<file path="src/rtl/multicycle_sequencer.sv">
// Multi-cycle RV32I sequencer: walks each instruction through
// FETCH -> DECODE -> EXEC -> (MEM) -> (WB), drives the memory request
// handshakes and the IR/PC/regfile write strobes, and counts retired
// instructions. A bounded wait counter turns a stalled memory into a
// sticky fault.
//
// Optional feature macro: SEQ_TRAP_ILLEGAL_EN
//   defined   : an unknown opcode in EXEC halts the sequencer and sets trap
//   undefined : an unknown opcode retires as a NOP and trap stays 0
module multicycle_sequencer #(
  parameter int CNT_W    = 32,
  parameter int WAIT_MAX = 64
) (
  input  logic             clk,
  input  logic             rst,
  input  logic             run,
  input  logic [31:0]      inst,
  input  logic             RegWr,
  input  logic             Branch,
  input  logic             MemWr,
  input  logic             branch_taken,
  input  logic             mem_ready,
  output logic             imem_req,
  output logic             dmem_req,
  output logic             dmem_we,
  output logic             ir_we,
  output logic             pc_we,
  output logic [1:0]       pc_sel,
  output logic             rf_we,
  output logic [2:0]       state,
  output logic [CNT_W-1:0] instret,
  output logic             err,
  output logic             trap
);

  typedef enum logic [2:0] {
    S_IDLE   = 3'd0,
    S_FETCH  = 3'd1,
    S_DECODE = 3'd2,
    S_EXEC   = 3'd3,
    S_MEM    = 3'd4,
    S_WB     = 3'd5,
    S_HALT   = 3'd6
  } state_t;

  localparam logic [1:0] PC_PLUS4 = 2'b00;
  localparam logic [1:0] PC_IMM   = 2'b01;
  localparam logic [1:0] PC_ALU   = 2'b10;

  localparam logic [6:0] OP_REG    = 7'b0110011;
  localparam logic [6:0] OP_IMM    = 7'b0010011;
  localparam logic [6:0] OP_LOAD   = 7'b0000011;
  localparam logic [6:0] OP_STORE  = 7'b0100011;
  localparam logic [6:0] OP_BRANCH = 7'b1100011;
  localparam logic [6:0] OP_JALR   = 7'b1100111;
  localparam logic [6:0] OP_JAL    = 7'b1101111;
  localparam logic [6:0] OP_AUIPC  = 7'b0010111;
  localparam logic [6:0] OP_LUI    = 7'b0110111;

  // Last wait count that still allows one more cycle of waiting.
  localparam logic [7:0] WAIT_LAST = 8'(WAIT_MAX - 1);

  state_t           state_reg, state_next;
  logic [7:0]       wait_reg, wait_next;
  logic [CNT_W-1:0] instret_reg;
  logic             err_reg, err_next;
  logic             trap_reg, trap_next;
  logic             retire;

  logic [6:0] opcode;
  logic       is_load, is_store, is_jal, is_jalr, is_legal;
  logic       trap_hit;
  logic       wait_expired;
  logic       unused_inst_bits;

  assign opcode   = inst[6:0];
  assign is_load  = (opcode == OP_LOAD);
  assign is_store = (opcode == OP_STORE);
  assign is_jal   = (opcode == OP_JAL);
  assign is_jalr  = (opcode == OP_JALR);
  assign is_legal = (opcode == OP_REG)    || (opcode == OP_IMM)   ||
                    (opcode == OP_LOAD)   || (opcode == OP_STORE) ||
                    (opcode == OP_BRANCH) || (opcode == OP_JALR)  ||
                    (opcode == OP_JAL)    || (opcode == OP_AUIPC) ||
                    (opcode == OP_LUI);

  // Only the opcode field steers sequencing; the rest of IR feeds the datapath.
  assign unused_inst_bits = ^inst[31:7];

`ifdef SEQ_TRAP_ILLEGAL_EN
  assign trap_hit = !is_legal;
`else
  assign trap_hit = 1'b0;
`endif

  // Memory has had its last chance: this cycle is the WAIT_MAX-th wait.
  assign wait_expired = (wait_reg == WAIT_LAST);

  // Next-state, wait counter, sticky faults and the Moore/strobe outputs.
  always_comb begin
    state_next = state_reg;
    wait_next  = wait_reg;
    err_next   = err_reg;
    trap_next  = trap_reg;
    retire     = 1'b0;
    imem_req   = 1'b0;
    dmem_req   = 1'b0;
    dmem_we    = 1'b0;
    ir_we      = 1'b0;
    pc_we      = 1'b0;
    pc_sel     = PC_PLUS4;
    rf_we      = 1'b0;

    case (state_reg)
      S_IDLE: begin
        if (run) begin
          state_next = S_FETCH;
        end
      end

      S_FETCH: begin
        imem_req = 1'b1;
        if (mem_ready) begin
          ir_we      = 1'b1;
          state_next = S_DECODE;
        end else if (wait_expired) begin
          state_next = S_HALT;
          err_next   = 1'b1;
        end else begin
          wait_next = wait_reg + 8'd1;
        end
      end

      S_DECODE: begin
        state_next = S_EXEC;
      end

      S_EXEC: begin
        if (trap_hit) begin
          state_next = S_HALT;
          trap_next  = 1'b1;
        end else if (is_load || is_store) begin
          state_next = S_MEM;
        end else if (Branch) begin
          pc_we  = 1'b1;
          pc_sel = branch_taken ? PC_IMM : PC_PLUS4;
          retire = 1'b1;
        end else begin
          state_next = S_WB;
        end
      end

      S_MEM: begin
        dmem_req = 1'b1;
        dmem_we  = MemWr;
        if (mem_ready) begin
          if (is_store) begin
            pc_we  = 1'b1;
            retire = 1'b1;
          end else begin
            state_next = S_WB;
          end
        end else if (wait_expired) begin
          state_next = S_HALT;
          err_next   = 1'b1;
        end else begin
          wait_next = wait_reg + 8'd1;
        end
      end

      S_WB: begin
        // Unknown opcodes reach here only as NOPs: no regfile write.
        rf_we  = RegWr && is_legal;
        pc_we  = 1'b1;
        pc_sel = is_jal ? PC_IMM : (is_jalr ? PC_ALU : PC_PLUS4);
        retire = 1'b1;
      end

      S_HALT: begin
        state_next = S_HALT;
      end

      default: begin
        state_next = S_IDLE;
      end
    endcase

    if (retire) begin
      state_next = run ? S_FETCH : S_IDLE;
    end

    // Every fresh memory request starts with an empty wait budget.
    if ((state_next != state_reg) && ((state_next == S_FETCH) || (state_next == S_MEM))) begin
      wait_next = 8'd0;
    end
  end

  // State, wait counter, retire counter and sticky fault registers.
  always_ff @(posedge clk) begin
    if (rst) begin
      state_reg   <= S_IDLE;
      wait_reg    <= 8'd0;
      instret_reg <= '0;
      err_reg     <= 1'b0;
      trap_reg    <= 1'b0;
    end else begin
      state_reg <= state_next;
      wait_reg  <= wait_next;
      err_reg   <= err_next;
      trap_reg  <= trap_next;
      if (retire) begin
        instret_reg <= instret_reg + CNT_W'(1);
      end
    end
  end

  assign state   = state_reg;
  assign instret = instret_reg;
  assign err     = err_reg;
  assign trap    = trap_reg;

endmodule

</file>
<file path="config.mk">
export PLATFORM = sky130hd
export DESIGN_NAME = multicycle_sequencer
export DESIGN_NICKNAME = d
export VERILOG_FILES = /design/src/rtl/multicycle_sequencer.sv
export SDC_FILE = /design/constraint.sdc
export NUM_CORES = 1
export LEC_CHECK = 0
export ABC_CLOCK_PERIOD_IN_PS = 3000
export CORE_ASPECT_RATIO = 1.1
export CORE_MARGIN = 5
export CORE_UTILIZATION = 30
export CTS_BUF_LIST = sky130_fd_sc_hd__clkbuf_4 sky130_fd_sc_hd__clkbuf_8 sky130_fd_sc_hd__clkbuf_16
export CTS_CLUSTER_SIZE = 28
export DETAILED_ROUTE_END_ITERATION = 7
export SYNTH_ARGS = -nofsm -noshare
export SYNTH_HDL_FRONTEND = slang
export SYNTH_SLANG_ARGS = --single-unit
</file>
<file path="constraint.sdc">
create_clock -name clk -period 3 [get_ports clk]
set_input_delay 0.45 -clock clk [delete_from_list [all_inputs] [get_ports clk]]
set_output_delay 0.45 -clock clk [all_outputs]
set_load 0.1 [all_outputs]
</file>
* Yosys cells after proc, flatten, opt, wreduce, memory -nomap -nowiden
Cells that the tools add are included.
** Operators by class
- Mux-type cells :: 27
- Add/sub/neg operators :: 2
- Bitwise operators :: 2
- Reduce and logical (&&, ||, !) cells :: 17
- Equality and inequality tests :: 19
** Operators with widths (number)
- adder 32 x 1 -> 32 bit, second input constant :: 1
- two-way mux 3 bit :: 8
- == test 7 x 6 -> 1 bit, second input constant :: 3
- == test 7 bit, second input constant :: 3
- one-hot mux 3 bit (7 select lines) :: 1
- == test 7 x 5 -> 1 bit, second input constant :: 2
- two-way mux 1 bit :: 14
- == test 3 bit, second input constant :: 4
- logical OR 1 bit :: 10
- adder 8 x 1 -> 8 bit, second input constant :: 1
- == test 8 x 6 -> 1 bit, second input constant :: 1
- == test 7 x 2 -> 1 bit, second input constant :: 1
- == test 3 x 1 -> 1 bit, second input constant :: 2
- == test 3 x 2 -> 1 bit, second input constant :: 2
- AND reduction 3 bit :: 2
- two-way mux 2 bit :: 2
- one-hot mux 2 bit (2 select lines) :: 1
- OR reduction 2 bit :: 2
- logical NOT 3 bit :: 1
- inequality test 3 bit :: 1
- one-hot mux 1 bit (3 select lines) :: 1
- logical AND 1 bit :: 2
- NOT 1 bit :: 2
** Word-level totals
- Output and inout bits :: 45
- Word-level logic and storage cells :: 71
- Flip-flop bits (word level) :: 44

* Logic depth before layout (Yosys ltp)
Gate-level depths: netlist (run 1).
- Depth in word-level cells :: 11
- Depth in mapped cells :: 7
- Mapped depth without buffers :: 7

* Least setup slack after synthesis (run 1)
No wires, ideal clock.
- Path type :: reg-to-output
- From :: reg state_reg[2] (netlist: state[2])
- To :: out pc_sel[1]
- Cell stages (with the launch flop) :: 5
- Data arrival time :: 3.671 ns
- Path slack :: -1.121 ns
- Cells stage by stage :: dfxtp_1 > buf_6 > nor2b_1 > nand4_1 > nor3_1
** Between the ends
- Word-level cells in the longest chain between the ends :: 2
- Elaborated cells between the ends (all ways) :: 3
- Those cells by class :: 2 x eq/ne; 1 x mux
** Ends and longest elaborated chain
- from (decl) :: line 63 : state_t state_reg, state_next;
- from (signal assigned) :: line 207 : state_reg <= state_next;
- == test 3 bit or == test 3 x 2 -> 1 bit (tied branches) :: line 114 : case (state_reg)
- one-hot mux 2 bit (2 select lines) * :: line 114
- to (decl) :: line 28 : output logic [1:0] pc_sel,
Mark *: on every way between the ends. The rest lies on a longest branch, timed or not.

* Worst setup path after layout (run 1)
- From :: in inst[3]
- To :: out pc_we
** Between the ends
- Word-level cells in the longest chain between the ends :: 4
- Elaborated cells between the ends (all ways) :: 7
- Those cells by class :: 2 x eq/ne; 4 x mux; 1 x reduce/logical
** Ends and longest elaborated chain
- from (decl) :: line 17 : input logic [31:0] inst,
- == test 7 x 6 -> 1 bit or == test 7 x 2 -> 1 bit (tied branches) :: line 78, 77
- two-way mux 1 bit or logical OR 1 bit (tied branches) :: line 157, 142
- two-way mux 1 bit (on tied branches) :: line 156, 142
- one-hot mux 1 bit (3 select lines) * :: line 114
- to (decl) :: line 27 : output logic pc_we,
Marks and branches as above.

==> metrics.txt, run 1 <==
Worst Tran Pin Value=0.634 ns; Seq/Total Area, Yosys=36.0%; relative slew slack=57.7%; vias per inst=5.02; All-Layer GR Usage=12.4%; Worst Hold Launch=err; Final Worst Setup Slack=0.450 ns; worst slack, placed=0.259 ns; largest net degree at the start of global routing=27; Worst Path Required=2.55 ns; critical path class=in -> out; Register Area=881 um2; area grow syn2layout=28.7%; IO Port Bufs=58; ranking of synthesized cells by area=dfxtp_1, xor2_1, nor2_1; Clock transition at path regs=0.08 ns; core area=0.00796 mm2; die area=0.0101 mm2; Post-synth ARST share=0%; crit path max fanout=12; Sw Share=27.8%; Reg-to-Reg Start=wait_reg[0]; outcome=finished clean; Core Util, Final=39.6%; Critical R2R Capture=wait_reg[7]; Cell Area, Placed=0.00307 mm2; synth warn=0; total gr overflow=0; DR iter-0 viols=44; Final min period=2.55 ns; vias in the first global route=2256; Die Ht=105 um; DRT antenna net count=0; Antenna diodes=0; commonest non-fill, non-tap cell in the layout=buf_4; DR vias=2256; Comb pwr share=15.5%; hold crit path type=reg -> reg; EDFF count, synth=0; pwr dens=357 mW/mm2; first-pass GRT wire length=10.4 mm; FF-to-FF path depth=7; fill count=825; Initial Util=30.8%; Synth Instances=286; setup violators final=0; DR pass1 iterations=4; Worst EP arrival=2.10 ns; Placed Cells=442; most frequent cells in the layout=buf_4, dfxtp_1, nor2_1; DIE WIDTH=96.2 um; Final Skew=0.00338 ns; FF+latch count, synth=44; area of the multi-input gates=0.00148 mm2; post-layout power=1.13 mW; Yosys cell types=57; total CTS buffers=5; max-slew violations=0; Peak supply drop=0.170 mV; WL/cell=13.4 um; hold depth=2; share of layout cells above drive strength 1=23.2%; detailed-route wire length=6.03 mm; Post-Layout Cell Count=449; fin area=0.00315 mm2; H-tree Lvls=2; Post-layout nets=383; clock power share=31.3%; CP startpoint kind=input port; Max-Cap Viols=0; Syn Nets=328; CTS Sinks=44; Bufs on Longest Clock Path=2; hold_buf cts=0; Setup Fix Bufs, Post-CTS=0; Syn Std Cell Area=0.00245 mm2; WHS=0.508 ns; routability cong.=0.775; Net Switching=313 uW; R2R setup slack=0.72 ns; Sum Neg Setup Slack=0 ns; CTS tree=built; initial antenna violation count=0; # rows=34; highest clock rate=392 MHz; fin crit share=85.0%; Avg Inst Size Synth=8.57 um2; internal power=813 uW; top cell type's share of synthesized area=36.0%; Worst Setup End Kind=output pin; ys flop type=dfxtp_1; unrepaired setup endpoints after global routing=no; Hold Crit Endpoint=err; post-CTS sizing=0; Skew-Pair Late Insertion Delay=0.29 ns; max FFs per register=32; Final Hold Fails=0; Synth area leader=dfxtp_1; Detailed Place HPWL=4.53 mm; CTS root buffer=clkbuf_8; I/O Pins=85; sequential share of power=53.2%; Leakage=1.13 nW; Remaining DRCs=0
==> final cells by class <==
class	count	area share [%]
multi-input cells	222	46.9
flip-flops and latches	44	27.9
repair buffers	63	17.7
well taps	108	4.29
clock buffers	6	2.42
inverters	5	0.595
clock inverters	1	0.159
==> power groups by stage <==
stage	clock [mW]	combinational [mW]	sequential, mW
6_report	0.352	0.174	0.599
5_1_grt	0.399	0.186	0.601
4_1_cts	0.372	0.177	0.599
3_5_place_dp	0	0.176	0.613
3_3_place_gp	0	0.175	0.613
2_1_floorplan	0	0.111	0.628
==> cells in the mapped netlist (all sizes together) (2+ instances only) <==
master and count:
nor3b 4, a2111oi 2, clkbuf 5, o31ai 2, nand4 18, ha 2, buf 10, nor2 34
nand2b 4, and4 5, a21oi 12, nor3 8, dfxtp 44, nor2b 4, nor4 9, xor2 19
and2b 2, nand3 15, nand2 17, or3 9, nand4b 3, o21ai 12, and2 4, or2 2
and3 7, inv 5, or4 2, xnor2 11
==> per-layer routing <==
| layer | wire length, um | part of all wire, % | track usage [%] | vias up |
|---|---|---|---|---|
| met2 | 2870 | 48 | 20.7 | 60 |
| met5 | 0 | 0 | 0 | - |
| li1 | - | - | - | 1136 |
| met4 | 47 | 0.78 | 3.46 | 0 |
| met1 | 2670 | 44 | 15.6 | 1054 |
| met3 | 446 | 7.4 | 3.31 | 6 |
==> worst max-delay path by stage <==
stage,from,end,slack [ns],depth (start not counted)
floorplan,state[2],pc_sel[1],-0.28,4
global placement,inst[3],instret[29],0.33,8
detailed placement,inst[3],instret[16],0.26,7
CTS,inst[3],pc_we,0.44,5
global route,inst[3],pc_we,0.31,5
finish,inst[3],pc_we,0.45,5
==> cells by family (layout without fill, tap and decap cells) <==
logic type	after synthesis	in the layout	synth area share, %
AND/OR/NAND/NOR	151	151	36.0
other	1	1	0.153
buffers and inverters	20	75	4.19
XOR/XNOR	30	30	10.7
flip-flops	44	44	36.0
AO/OA/AOI/OAI	37	37	11.6
adder cells (fa/ha/maj)	2	2	1.02
multiplexers	1	1	0.409
==> worst max-delay path: stages <==
cell             delay [ns]
clkdlybuf4s50_1        0.54
nor2_1                 0.21
a41oi_2                0.21
o22ai_4                0.44
buf_12                 0.24
Power figures use the tool's default switching activity.
==> inputs of run 2 (changes only) <==
ABC_CLOCK_PERIOD_IN_PS = 2200   (was 3000)
clock period = 2.2 ns   (was 3 ns; I/O delays follow)
==> run 2 against run 1 <==
Effect of this change: wire length grew 5.0%; clock power grew 42%; sequential share of layout area shrank 2.3 points; critical path depth grew 3; worst setup slack lost 0.37 ns; final cell count grew 6.5%; register-to-register slack lost 0.53 ns; count of clock-buffer cells in the layout is the same; cell area grew 14%; die area is the same; global-route usage grew 0.62 points; worst hold slack lost 0.030 ns; largest cell class unchanged.
==> metrics.txt, run 2 (synthesis gave the netlist of run 1 again) <==
initial antenna violation count=0 (unchanged); critical path class=in -> out; commonest non-fill, non-tap cell in the layout=buf_4; Worst Tran Pin Value=0.567 ns (-0.0667 ns); die area=0.0101 mm2 (unchanged); total CTS buffers=5 (unchanged); WL/cell=13.3 um (-1.4%); pwr dens=454 mW/mm2 (+27%); DIE WIDTH=96.2 um (unchanged); hold depth=2 (unchanged); Clock transition at path regs=0.08 ns (about the same); first-pass GRT wire length=11.0 mm (+5.9%); DRT antenna net count=0 (unchanged); hold_buf cts=0 (unchanged); unrepaired setup endpoints after global routing=no; Worst EP arrival=1.79 ns (-0.31 ns); R2R setup slack=0.19 ns (-0.53 ns); CTS tree=built; Hold Crit Endpoint=err; largest net degree at the start of global routing=18 (-33%); Final Skew=0.00736 ns (+0.00398 ns); Reg-to-Reg Start=wait_reg[0]; CP startpoint kind=input port; IO Port Bufs=58 (unchanged); worst slack, placed=-0.201 ns (-0.460 ns); Worst Path Required=1.87 ns (-0.68 ns); H-tree Lvls=2 (unchanged); Final Worst Setup Slack=0.0843 ns (-0.366 ns); DR pass1 iterations=4 (unchanged); Comb pwr share=18.9% (+3.4 points); Die Ht=105 um (unchanged); fin crit share=96.2%; Post-layout nets=412 (+7.6%); core area=0.00796 mm2 (unchanged); fin area=0.00358 mm2 (+14%); detailed-route wire length=6.34 mm (+5.0%); Remaining DRCs=0 (unchanged); max FFs per register=32 (unchanged); Antenna diodes=0 (unchanged); DR iter-0 viols=69 (+57%); CP max stage delay=0.45 ns (-0.09 ns); clock power share=30.7% (-0.6 points); Critical R2R Capture=wait_reg[5]; I/O Pins=85 (unchanged); critical path cell sequence=clkdlybuf4s50_1 -> and2b_2 -> buf_4 -> nor2_2 -> a2bb2oi_2 -> o21ai_0 -> and3_2 -> buf_12; FF-to-FF path depth=9 (+2); setup violators final=0 (unchanged); vias in the first global route=2394 (+6.1%); CTS Sinks=44 (unchanged); highest clock rate=473 MHz; vias per inst=4.96 (-1.2%); outcome=finished clean; slowest CP cell=clkdlybuf4s50_1; internal power=1.16 mW (+43%); Net Switching=466 uW (+49%); fill count=799 (-3.2%); Peak supply drop=0.169 mV (-0.52%); max-slew violations=0 (unchanged); total gr overflow=0 (unchanged); relative slew slack=62.1% (+4.3 points); All-Layer GR Usage=13.1% (+0.62 points); Max-Cap Viols=0 (unchanged); Final Hold Fails=0 (unchanged); Worst Hold Launch=err; Leakage=1.37 nW (+21%); Sw Share=28.6% (+0.87 points); most frequent cells in the layout=buf_4, nor2_1, dfxtp_2; Worst Setup End Kind=output pin; sequential share of power=50.4% (-2.8 points); DR vias=2372 (+5.1%); # rows=34 (unchanged); post-layout power=1.63 mW (+44%); routability cong.=0.873 (+13%); Cell Area, Placed=0.00340 mm2 (+11%); area grow syn2layout=46.2%; Detailed Place HPWL=4.80 mm (+6.0%); CTS root buffer=clkbuf_8; Bufs on Longest Clock Path=2 (unchanged); Skew-Pair Late Insertion Delay=0.30 ns (about the same); share of layout cells above drive strength 1=39.7% (+17 points); hold crit path type=reg -> reg; Initial Util=30.8% (unchanged); crit path max fanout=3 (-9); Final min period=2.12 ns
run 2: cell types whose count changed in the layout (fill, tap and decap cells not counted), sizes merged:
cell,change
buf,+29
dlygate4sd2,+2
dlymetal6s2s,+4
clkdlybuf4s50,-6
run 2: layout make-up:
cell class / instances / area, um2 / area share, %
Sequential cell: 44 / 918 / 25.6
Timing Repair Buffer: 92 / 858 / 24.0
Clock buffer: 6 / 76.3 / 2.13
Clock inverter: 1 / 5.00 / 0.140
Tap cell: 108 / 135 / 3.77
Inverter: 5 / 18.8 / 0.524
Multi-Input combinational cell: 222 / 1570 / 43.8
run 2: power by group through the flow:
stage / Sequential (mW) / Clock (mW) / Combinational [mW]
finish: 0.820 / 0.499 / 0.307
global route: 0.821 / 0.546 / 0.325
CTS: 0.818 / 0.523 / 0.291
detailed placement: 0.837 / 0 / 0.291
global placement: 0.837 / 0 / 0.289
floorplan: 0.856 / 0 / 0.156
run 2: critical path, delay by kind of cell:
kind | cells | cell delay [ns]
compound gates | 2 | 0.27
simple gates | 3 | 0.43
buf+inv | 3 | 0.75
run 2: layer usage:
layer	track usage [%]	vias up	share of wire, %
li1	-	1208	-
met1	16.1	1101	44
met2	22.1	55	48
met3	3.09	8	6.1
met4	4.17	0	1.3
met5	0	-	0
run 2: worst max path at each step:
stage                  start          end  slack, ns  cells past startpoint
floorplan           state[2]    pc_sel[1]      -0.09                      4
global placement     inst[4]  wait_reg[0]      -0.19                      7
detailed placement   inst[4]  wait_reg[4]      -0.20                      7
CTS                  inst[6]        pc_we      -0.05                      7
global route         inst[5]        rf_we      0.002                      8
finish               inst[5]        rf_we       0.08                      8
run 2: metrics by stage:
step / instances / utilization, % / hold slack, ns / setup TNS (ns)
floorplan: 286 / - / 0.492 / -0.162
global placement: 468 / 42.7 / 0.466 / -2.99
detailed placement: 468 / 42.7 / 0.464 / -3.46
CTS: 475 / 43.8 / 0.488 / -0.0470
global route: 478 / 45.0 / 0.513 / 0
finish: 478 / 45.0 / 0.478 / 0
run 2: what timing repair did:
action	CTS	global route
resized for setup	3	18
buffers inserted	0	3
pin swaps	1	5
setup endpoints to repair	2	12
==> inputs of run 3 (changes only) <==
CORE_UTILIZATION = 41   (was 30)
PLACE_DENSITY = 0.77   (was unset)
TNS_END_PERCENT = 30   (was unset)
==> run 3 against run 2 <==
Effect of this change: highest routed layer unchanged; largest cell class unchanged; clock power rose by 23%; critical path depth fell by 2; cell area fell by 3.3%; non-clock buffer count fell by 3; critical path type unchanged; largest power group unchanged; worst hold slack improved by 0.024 ns; first-iteration DRC count rose by 36%; utilization rose by 15 points.
==> metrics.txt, run 3 (synthesis gave the netlist of run 1 again) <==
outcome=finished clean; routability cong.=0.899 (+3.0%); Worst Hold Launch=instret[20]; fill count=515 (-36%); vias per inst=5.34 (+7.6%); All-Layer GR Usage=16.0% (+3.0 points); commonest non-fill, non-tap cell in the layout=buf_4; Worst Setup End Kind=output pin; R2R setup slack=0.15 ns (-0.04 ns); I/O Pins=85 (unchanged); internal power=1.27 mW (+9.7%); DR vias=2376 (+0.17%); area of the multi-input gates=0.00152 mm2 (-3.3%); Die Ht=91.1 um (-13%); Sum Neg Setup Slack=0 ns (unchanged); most frequent cells in the layout=buf_4, nor2_1, dfxtp_1; Critical R2R Capture=wait_reg[1]; DIE WIDTH=83.7 um (-13%); Clock transition at path regs=0.08 ns (about the same); core area=0.00581 mm2 (-27%); vias in the first global route=2318 (-3.2%); IO Port Bufs=58 (unchanged); crit path max fanout=7 (+4); Peak supply drop=0.255 mV (+51%); Antenna diodes=0 (unchanged); Sw Share=26.3% (-2.3 points); Bufs on Longest Clock Path=2 (unchanged); Final min period=2.14 ns (+0.0284 ns); Skew-Pair Late Insertion Delay=0.30 ns (about the same); Post-layout nets=409 (-0.73%); Remaining DRCs=0 (unchanged); Worst EP arrival=1.81 ns (+0.02 ns); H-tree Lvls=2 (unchanged); post-layout power=1.73 mW (+6.2%); Reg-to-Reg Start=wait_reg[0]; highest clock rate=466 MHz (-1.3%); FF-to-FF path depth=9 (unchanged); initial antenna violation count=0 (unchanged); CP startpoint kind=input port; Leakage=1.33 nW (-2.9%); first-pass GRT wire length=10.3 mm (-5.7%); CTS tree=built; hold_buf cts=0 (unchanged); max-slew violations=0 (unchanged); Final Hold Fails=0 (unchanged); largest net degree at the start of global routing=30 (+12); Cell Area, Placed=0.00332 mm2 (-2.3%); share of layout cells above drive strength 1=36.1% (-3.6 points); hold depth=2 (unchanged); critical path class=in -> out; DR pass1 iterations=5 (+1); sequential share of power=47.4% (-3.0 points); Final Skew=0.0109 ns (+0.00352 ns); hold crit path type=reg -> reg; area grow syn2layout=41.3%; Max-Cap Viols=0 (unchanged); detailed-route wire length=6.09 mm (-3.9%); die area=0.00762 mm2 (-24%); DRT antenna net count=0 (unchanged); unrepaired setup endpoints after global routing=yes; Comb pwr share=17.0% (-1.9 points); Net Switching=454 uW (-2.4%); Hold Crit Endpoint=instret[20]; total CTS buffers=5 (unchanged); total gr overflow=0 (unchanged); # rows=29 (-15%); Register Area=910 um2 (-0.95%); setup violators final=0 (unchanged); Initial Util=42.2% (+11 points); max FFs per register=32 (unchanged); clock power share=35.7% (+5.0 points); Detailed Place HPWL=4.60 mm (-4.1%); pwr dens=499 mW/mm2 (+9.9%); Worst Path Required=1.87 ns (about the same); WL/cell=13.7 um (+3.3%); fin crit share=97.5% (+1.3 points); CTS Sinks=44 (unchanged); DR iter-0 viols=94 (+36%); fin area=0.00346 mm2 (-3.3%); CTS root buffer=clkbuf_8
## run 3: cell types whose count changed in the layout (fill, tap and decap cells not counted), moves of 2 or more
cell / before / now
buf_12: 10 / 8
dfxtp_1: 18 / 25
dlygate4sd2_1: 2 / 0
dfxtp_2: 24 / 17
dlymetal6s2s_1: 4 / 2
clkdlybuf4s50_1: 8 / 12
## run 3: per-layer routing
metal / up-vias / global-route usage, % / part of all wire (%)
li1: 1189 / - / -
met1: 1111 / 18.5 / 42
met2: 67 / 28.4 / 49
met3: 9 / 4.71 / 7.2
met4: 0 / 5.23 / 1.6
met5: - / 0 / 0
## run 3: stage by stage
| step | setup WS [ns] | util (%) | instances | hold WS, ns |
|---|---|---|---|---|
| final | 0.0559 | 59.6 | 445 | 0.502 |
| after global placement | -0.208 | 57.2 | 436 | 0.466 |
| after CTS | -0.0430 | 59.2 | 444 | 0.501 |
| after global routing | -0.00527 | 59.6 | 445 | 0.523 |
| after detailed placement | -0.263 | 57.2 | 436 | 0.475 |
| after floorplan | -0.0862 | - | 286 | 0.492 |
## run 3: cell type report
cell class	instances	area share (%)
inverters	5	0.542
clock inverters	2	1.01
clock buffers	6	2.20
repair buffers	89	23.3
multi-input cells	222	43.8
well taps	77	2.78
flip-flops and latches	44	26.3
## run 3: power by group through the flow
stage	sequential [mW]	clock, mW	combinational [mW]
after floorplan	0.856	0	0.156
after global placement	0.837	0	0.281
after detailed placement	0.837	0	0.285
after CTS	0.818	0.631	0.287
after global routing	0.820	0.663	0.311
final	0.818	0.616	0.293
## run 3: worst max-delay path by stage
stage	from	to	slack, ns	depth (start not counted)
final	inst[6]	pc_we	0.06	6
after global routing	inst[6]	pc_we	-0.005	6
after CTS	inst[4]	rf_we	-0.04	8
after detailed placement	mem_ready	wait_reg[6]	-0.26	7
after global placement	inst[6]	wait_reg[1]	-0.21	7
after floorplan	state[2]	pc_sel[1]	-0.09	4
## run 3: worst max-delay path, cell delays in order
cell             delay [ns]
clkdlybuf4s50_1        0.48
and3b_2                0.24
a41oi_2                0.29
o22ai_4                0.12
buf_4                  0.19
buf_12                 0.17
## run 3: what timing repair did
item,CTS,global route
resized for setup,1,7
cloned,0,0
setup endpoints to repair,10,13
setup buffers,0,1
pin swaps,1,2
